[src/rtl/imem_loader.sv]
// imem_loader
//   Program loader sitting directly in front of the instruction memory.
//   Words arriving on a valid/ready stream are written to consecutive
//   addresses starting at 0. run_en is raised only after a load has
//   finished cleanly, so the core never fetches from a half-written memory.
//
// Configuration macro: IMEM_NOP_PAD_EN
//   Defined   : after the last word, the rest of the memory (wptr..DEPTH-1)
//               is padded with NOP 9'b100000000, one write per cycle, before
//               load_done rises.
//   Undefined : the last word goes straight to DONE; unwritten addresses
//               keep their previous contents.
//
// Ports
//   clk          in   clock
//   reset_n      in   synchronous active-low reset
//   load_start   in   one-cycle pulse, starts a load from IDLE or DONE
//   in_valid     in   source presents in_data
//   in_data      in   [INSTR_W-1:0] instruction word
//   in_last      in   final word marker, looked at only on a handshake
//   in_ready     out  loader accepts a word this cycle (high only in LOAD)
//   imem_we      out  instruction-memory write strobe (registered)
//   imem_addr    out  [ADDR_W-1:0] write address
//   imem_wdata   out  [INSTR_W-1:0] write data
//   load_count   out  [ADDR_W:0] words accepted in current/last load
//   load_done    out  load finished (held level)
//   load_err     out  DEPTH words accepted without in_last (sticky)
//   run_en       out  load_done & ~load_err
//   state_dbg    out  [1:0] current FSM state, for observation only
//
// Handshake: a word transfers on a rising edge where in_valid & in_ready
// are both high; in_ready is a combinational function of state only and
// never depends on in_valid.
module imem_loader #(
   parameter int INSTR_W = 9,
   parameter int ADDR_W  = 10,
   parameter int DEPTH   = 1024
) (
   input  logic               clk,
   input  logic               reset_n,
   input  logic               load_start,
   input  logic               in_valid,
   input  logic [INSTR_W-1:0] in_data,
   input  logic               in_last,
   output logic               in_ready,
   output logic               imem_we,
   output logic [ADDR_W-1:0]  imem_addr,
   output logic [INSTR_W-1:0] imem_wdata,
   output logic [ADDR_W:0]    load_count,
   output logic               load_done,
   output logic               load_err,
   output logic               run_en,
   output logic [1:0]         state_dbg
);

   typedef enum logic [1:0] {
      IDLE = 2'd0,
      LOAD = 2'd1,
      FILL = 2'd2,
      DONE = 2'd3
   } state_t;

   // wptr is one bit wider than the address so that it can hold DEPTH
   // after the last slot is written without wrapping back to 0.
   localparam logic [ADDR_W:0] LAST_IDX = (ADDR_W+1)'(DEPTH - 1);
   localparam logic [ADDR_W:0] DEPTH_C  = (ADDR_W+1)'(DEPTH);
`ifdef IMEM_NOP_PAD_EN
   localparam logic [INSTR_W-1:0] NOP = INSTR_W'(9'b100000000);
`endif

   state_t          state, state_next;
   logic [ADDR_W:0] wptr;
   logic            hs;       // word accepted this cycle
   logic            fill_wr;  // NOP pad write this cycle
   logic            clear;    // new load begins
   logic            err_set;  // overflow detected

   always_ff @(posedge clk) begin
      if (!reset_n) state <= IDLE;
      else          state <= state_next;
   end

   always_comb begin
      state_next = state;
      hs         = 1'b0;
      fill_wr    = 1'b0;
      clear      = 1'b0;
      err_set    = 1'b0;
      case (state)
         IDLE, DONE: begin
            if (load_start) begin
               state_next = LOAD;
               clear      = 1'b1;
            end
         end
         LOAD: begin
            hs = in_valid;
            if (hs) begin
               if (in_last) begin
`ifdef IMEM_NOP_PAD_EN
                  state_next = FILL;
`else
                  state_next = DONE;
`endif
               end else if (wptr == LAST_IDX) begin
                  state_next = DONE;
                  err_set    = 1'b1;
               end
            end
         end
         FILL: begin
`ifdef IMEM_NOP_PAD_EN
            // A full load leaves wptr at DEPTH: nothing to pad, exit at once.
            fill_wr = (wptr < DEPTH_C);
            if (wptr >= LAST_IDX) state_next = DONE;
`else
            state_next = DONE;
`endif
         end
         default: state_next = IDLE;
      endcase
   end

   always_ff @(posedge clk) begin
      if (!reset_n) begin
         wptr       <= '0;
         load_count <= '0;
         load_done  <= 1'b0;
         load_err   <= 1'b0;
         imem_we    <= 1'b0;
         imem_addr  <= '0;
         imem_wdata <= '0;
      end else begin
         imem_we <= 1'b0;
         if (clear) begin
            wptr       <= '0;
            load_count <= '0;
            load_done  <= 1'b0;
            load_err   <= 1'b0;
         end else begin
            if (hs) begin
               imem_we    <= 1'b1;
               imem_addr  <= wptr[ADDR_W-1:0];
               imem_wdata <= in_data;
               wptr       <= wptr + 1'b1;
               if (load_count < DEPTH_C) load_count <= load_count + 1'b1;
            end
`ifdef IMEM_NOP_PAD_EN
            if (fill_wr) begin
               imem_we    <= 1'b1;
               imem_addr  <= wptr[ADDR_W-1:0];
               imem_wdata <= NOP;
               wptr       <= wptr + 1'b1;
            end
`endif
            if (err_set) load_err <= 1'b1;
            // Registered from state so it rises one cycle after the final write.
            if (state == DONE) load_done <= 1'b1;
         end
      end
   end

   assign in_ready  = (state == LOAD);
   assign run_en    = load_done & ~load_err;
   assign state_dbg = state;

endmodule

[config.mk]
export PLATFORM = sky130hd
export DESIGN_NAME = imem_loader
export DESIGN_NICKNAME = d
export VERILOG_FILES = /design/src/rtl/imem_loader.sv
export SDC_FILE = /design/constraint.sdc
export NUM_CORES = 1
export LEC_CHECK = 0
export ABC_AREA = 1
export CORE_ASPECT_RATIO = 1.75
export CORE_UTILIZATION = 40
export CTS_BUF_LIST = sky130_fd_sc_hd__clkbuf_16
export DETAILED_ROUTE_END_ITERATION = 6
export PLACE_DENSITY = 0.7
export SLEW_MARGIN = 5
export SYNTH_ARGS = -nofsm -noshare
export SYNTH_HDL_FRONTEND = slang
export SYNTH_SLANG_ARGS = --single-unit
[constraint.sdc]
create_clock -name clk -period 1.85 [get_ports clk]
set_clock_uncertainty 0.05 [all_clocks]
set_input_delay 0.185 -clock clk [delete_from_list [all_inputs] [get_ports clk]]
set_output_delay 0.185 -clock clk [all_outputs]
set_load 0.05 [all_outputs]
Yosys cells after proc, flatten, opt, wreduce, memory -nomap -nowiden
Cells that the tools add are included.
{"block": "op_classes", "n_addsub": 2, "order_cmp": 1, "muxes": 13, "n_bitwise": 4, "n_reduce_logical": 6, "eq_ne": 7}
{"op": "adder 11 x 1 -> 11 bit (second input constant)", "count": 2}
{"op": "equality test 11 x 10 -> 1 bit (second input constant)", "count": 1}
{"op": "< comparator 11 bit (second input constant)", "count": 1}
{"op": "2-to-1 mux 1 bit", "count": 8}
{"op": "2-to-1 mux 2 bit", "count": 4}
{"op": "one-hot mux 2 bit (3 select lines)", "count": 1}
{"op": "equality test 2 bit (second input constant)", "count": 2}
{"op": "!= test 2 bit (second input constant)", "count": 2}
{"op": "AND reduction 2 bit", "count": 2}
{"op": "OR reduction 2 bit", "count": 2}
{"op": "!= test 3 x 2 -> 1 bit (second input constant)", "count": 1}
{"op": "NOT 1 bit", "count": 3}
{"op": "AND reduction 3 bit", "count": 1}
{"op": "equality test 2 x 1 -> 1 bit (second input constant)", "count": 1}
{"op": "zero test 2 bit", "count": 1}
{"op": "AND 1 bit", "count": 1}
{"block": "totals", "register_bits": 46, "out_inout_bits": 37, "wordCells": 41}

Longest topological paths before layout
{"block": "logic_depth", "depth_word": 5, "ltp_mapped": 10}

Worst setup path after synthesis
No wires, ideal clock.
{"block": "synth_path", "kind": "reg-to-reg", "from": "reg state[0] (netlist: state_dbg[0])", "to": "reg wptr[6]", "synth_period_minus_slack_ns": 2.229, "n_path_buf": 0, "required_time_ns": 1.684, "path_stages_with_launch": 9, "setup_time_ns": 0.116, "arrival_time_ns": 2.063, "setup_slack_ns": -0.379, "path_cell_list": "dfxtp_1 -> ha_1 -> nand2_4 -> inv_6 -> nand2_4 -> nor2_8 -> nand2_1 -> o21ai_1 -> nor2_2"}
{"block": "synth_via", "elab_cells_between_ends": 7, "classes_between": "2 x eq/ne; 2 x mux; 3 x reduce/logical"}
{"element": "start, declared", "line": "71", "text": "state_t state, state_next;"}
{"element": "start signal, assigned", "line": "80", "text": "else state <= state_next;"}
{"element": "equality test 2 x 1 -> 1 bit"}
{"element": "net in_ready", "line": "45", "text": "output logic in_ready,"}
{"element": "2-to-1 mux 1 bit", "line": "89", "text": "case (state)"}
{"element": "end signal, assigned", "line": "145", "text": "wptr <= wptr + 1'b1;"}
{"element": "end, declared", "line": "72", "text": "logic [ADDR_W:0] wptr;"}
The timed path passes the listed nets, and every way through them passes these cells.
A chain may end at the register's enable or synchronous reset.

Worst setup path after layout
{"block": "layout_path", "from": "reg load_count[10]", "to": "out load_count[10]"}
{"element": "start, declared", "line": "49", "text": "output logic [ADDR_W:0] load_count,"}
{"element": "start signal, assigned", "line": "146", "text": "if (load_count < DEPTH_C) load_count <= load_count + 1'b1;"}
No word-level cell between the ends.

==> results.json <==
{
  "seqPwrFrac_pct": 37.2,
  "synth.area.top_cells": "dfxtp_1 45%, nor2_1 9.5%, nand2_1 7.9%",
  "syn-cell-area_mm2": 0.00205,
  "postSynthCellCount": 273,
  "hold_violations": 0,
  "die_area_mm2": 0.00542,
  "antenna_found_initial": 0,
  "clockBufferDepth": 2,
  "p_leak_nw": 1.09,
  "maxCapViolCount": 0,
  "yosysUniqueCellTypes": 34,
  "end_kind": "output port",
  "cts_setup_buffers": 0,
  "htreeDepth": 2,
  "nNetsFinal": 345,
  "clock_power_share_pct": 26.7,
  "initial_core_util_pct": 41.5,
  "grt_pass1_wl_um": 7690,
  "hold_slack_ns": 0.422,
  "wl_um": 4350,
  "worst_pin_slew_ns": 0.530,
  "yosys_warnings": 0,
  "cts_root_buffer": "clkbuf_16",
  "synth_top_area_cell": "dfxtp_1",
  "finalSetupTns_ns": 0,
  "hp-class": "reg -> reg",
  "period_needed_ns": 1.76,
  "ir_drop_v": 0.000776,
  "startpoint": "load_count[10]",
  "globalplace.congestion": 0.757,
  "n_fill_cell": 472,
  "path_max_fanout": 3,
  "cts_resized": 0,
  "stdcell_count": 382,
  "wire_per_inst_um": 11.4,
  "grtUsageTotal_pct": 17.5,
  "cp.required_ns": 1.62,
  "critPathMaxStageDelay_ns": 0.84,
  "cts_buffers": 5,
  "min_from": "load_err",
  "cts_tree": "done",
  "rrSetupSlack_ns": 0.25,
  "syn_avg_cell_area_um2": 7.50,
  "ioPinCount": 51,
  "ant_nets": 0,
  "dpl.cell_count": 374,
  "syn_nets": 291,
  "multi_input_area_um2": 967,
  "utilization_pct": 55.8,
  "synth_seq_area_share_pct": 45.0,
  "rows": 34,
  "combPwrFrac_pct": 36.1,
  "rsz0062_at_grt": "false",
  "crit_family": "buffers and inverters",
  "diodes": 0,
  "switching_share_pct": 37.6,
  "drive_gt1_share_pct": 10.4,
  "relSlewSlack_pct": 64.6,
  "status": "completed",
  "yosys_register_bits": 46,
  "viasPerCell": 4.87,
  "fin_crit_sh_pct": 95.3,
  "grt_pass1_vias": 1767,
  "start_kind": "flip-flop",
  "dieHeight_um": 96.7,
  "core_area_mm2": 0.00493,
  "hpwlAfterDp_um": 3260,
  "p_sw_mw": 1.20,
  "drt_iter0_markers": 45,
  "drc": 0,
  "dp_worst_setup_slack_ns": 0.103,
  "clkSlewWorstSetupHoldPaths_ns": 0.06,
  "grt_max_degree": 27,
  "worst_slack_ns": 0.0878,
  "vias": 1861,
  "design_area_mm2": 0.00276,
  "io_buffers": 50,
  "cp_cell_sequence": "clkdlybuf4s50_1",
  "crit_arrival_ns": 1.53,
  "power.density_mw_per_mm2": 1150,
  "p_total_mw": 3.18,
  "path_buf_inv": 1,
  "insertion_delay_ns": 0.28,
  "placed_cell_area_mm2": 0.00261,
  "area_delta_synth_final_pct": 34.5,
  "worstSetupPathType": "reg -> out",
  "critPathSlowestCell": "clkdlybuf4s50_1",
  "r2r_start": "state_dbg[1]",
  "seq_area_um2": 923,
  "drt_pass1_iterations": 4,
  "yosysTopAreaCellShare_pct": 45.0,
  "setup_viol": 0,
  "fmax_ghz": 0.567,
  "cts_hold_buffers": 0,
  "clock-sinks": 46,
  "die_x_um": 56.1,
  "grt_overflow": 0,
  "p_int_mw": 1.98,
  "maxSlewViolCount": 0
}
-- cell usage after synthesis, drive strengths merged --
cell,instances
xor2,1
buf,5
o21a,1
o21ai,29
nand2,46
dfxtp,46
a21oi,22
ha,4
a211oi,1
a31oi,1
nor3,2
o21bai,1
clkinv,1
nand4,5
nand3b,3
nor2,58
nand3,10
clkbuf,1
or2,2
inv,34
-- cell usage in the layout (no fill, tap or decap), types with 2 or more instances in the layout --
cell,count
nor2_1,52
clkdlybuf4s50_1,48
dfxtp_1,44
nand2_1,43
inv_1,31
o21ai_0,26
a21oi_1,22
nand3_1,8
nand4_1,5
clkbuf_16,5
buf_4,5
nand2_4,3
nor2_2,3
nand3b_1,3
ha_1,3
inv_2,2
nand3_2,2
nor2_4,2
o21ai_1,2
clkinv_1,2
dfxtp_2,2
-- cells by family (layout without fill, tap and decap cells) --
group,count (synthesis),after routing,synth area share [%]
and+or+nand+nor,126,126,29.3
adders and majority gates,4,4,2.44
DFF,46,46,45.0
xor gates and xnor gates,1,1,0.428
buffers and inverters,41,96,8.43
AOI/OAI and AO/OA,55,55,14.5
-- area by class of cell --
cell class / count / area share, %
Clock buffer: 5 / 4.54
Clock inverter: 3 / 0.590
Inverter: 35 / 5.00
Multi-Input combinational cell: 186 / 35.1
Sequential cell: 46 / 33.5
Tap cell: 54 / 2.45
Timing Repair Buffer: 53 / 18.8
-- power groups by stage --
stage	clock [mW]	combinational, mW	sequential (mW)
floorplan	0	0.459	1.57
global placement	0	1.14	1.21
detailed placement	0	1.16	1.21
CTS	0.880	1.16	1.19
global route	0.918	1.23	1.20
finish	0.849	1.15	1.18
-- sequential cells by signal (all words and copies together) (netlist names) --
register,count
imem_addr,10
imem_wdata,9
imem_we,1
load_count,11
load_done,1
load_err,1
state_dbg,2
wptr,11
-- metal layers --
| layer | vias up | global-route usage (%) | part of all wire, % |
|---|---|---|---|
| met2 | 44 | 30.6 | 51 |
| met4 | 0 | 9.94 | 3.3 |
| li1 | 980 | - | - |
| met5 | - | 0 | 0 |
| met1 | 825 | 19.3 | 42 |
| met3 | 12 | 3.34 | 3.6 |
-- final timing paths --
check / to / depth (start not counted)
min: load_err / 2
max: load_count[10] / 1
max reg2reg: imem_addr[2] / 7
min reg2reg: load_err / 2
No activity file was read; power rests on OpenSTA's default activity.
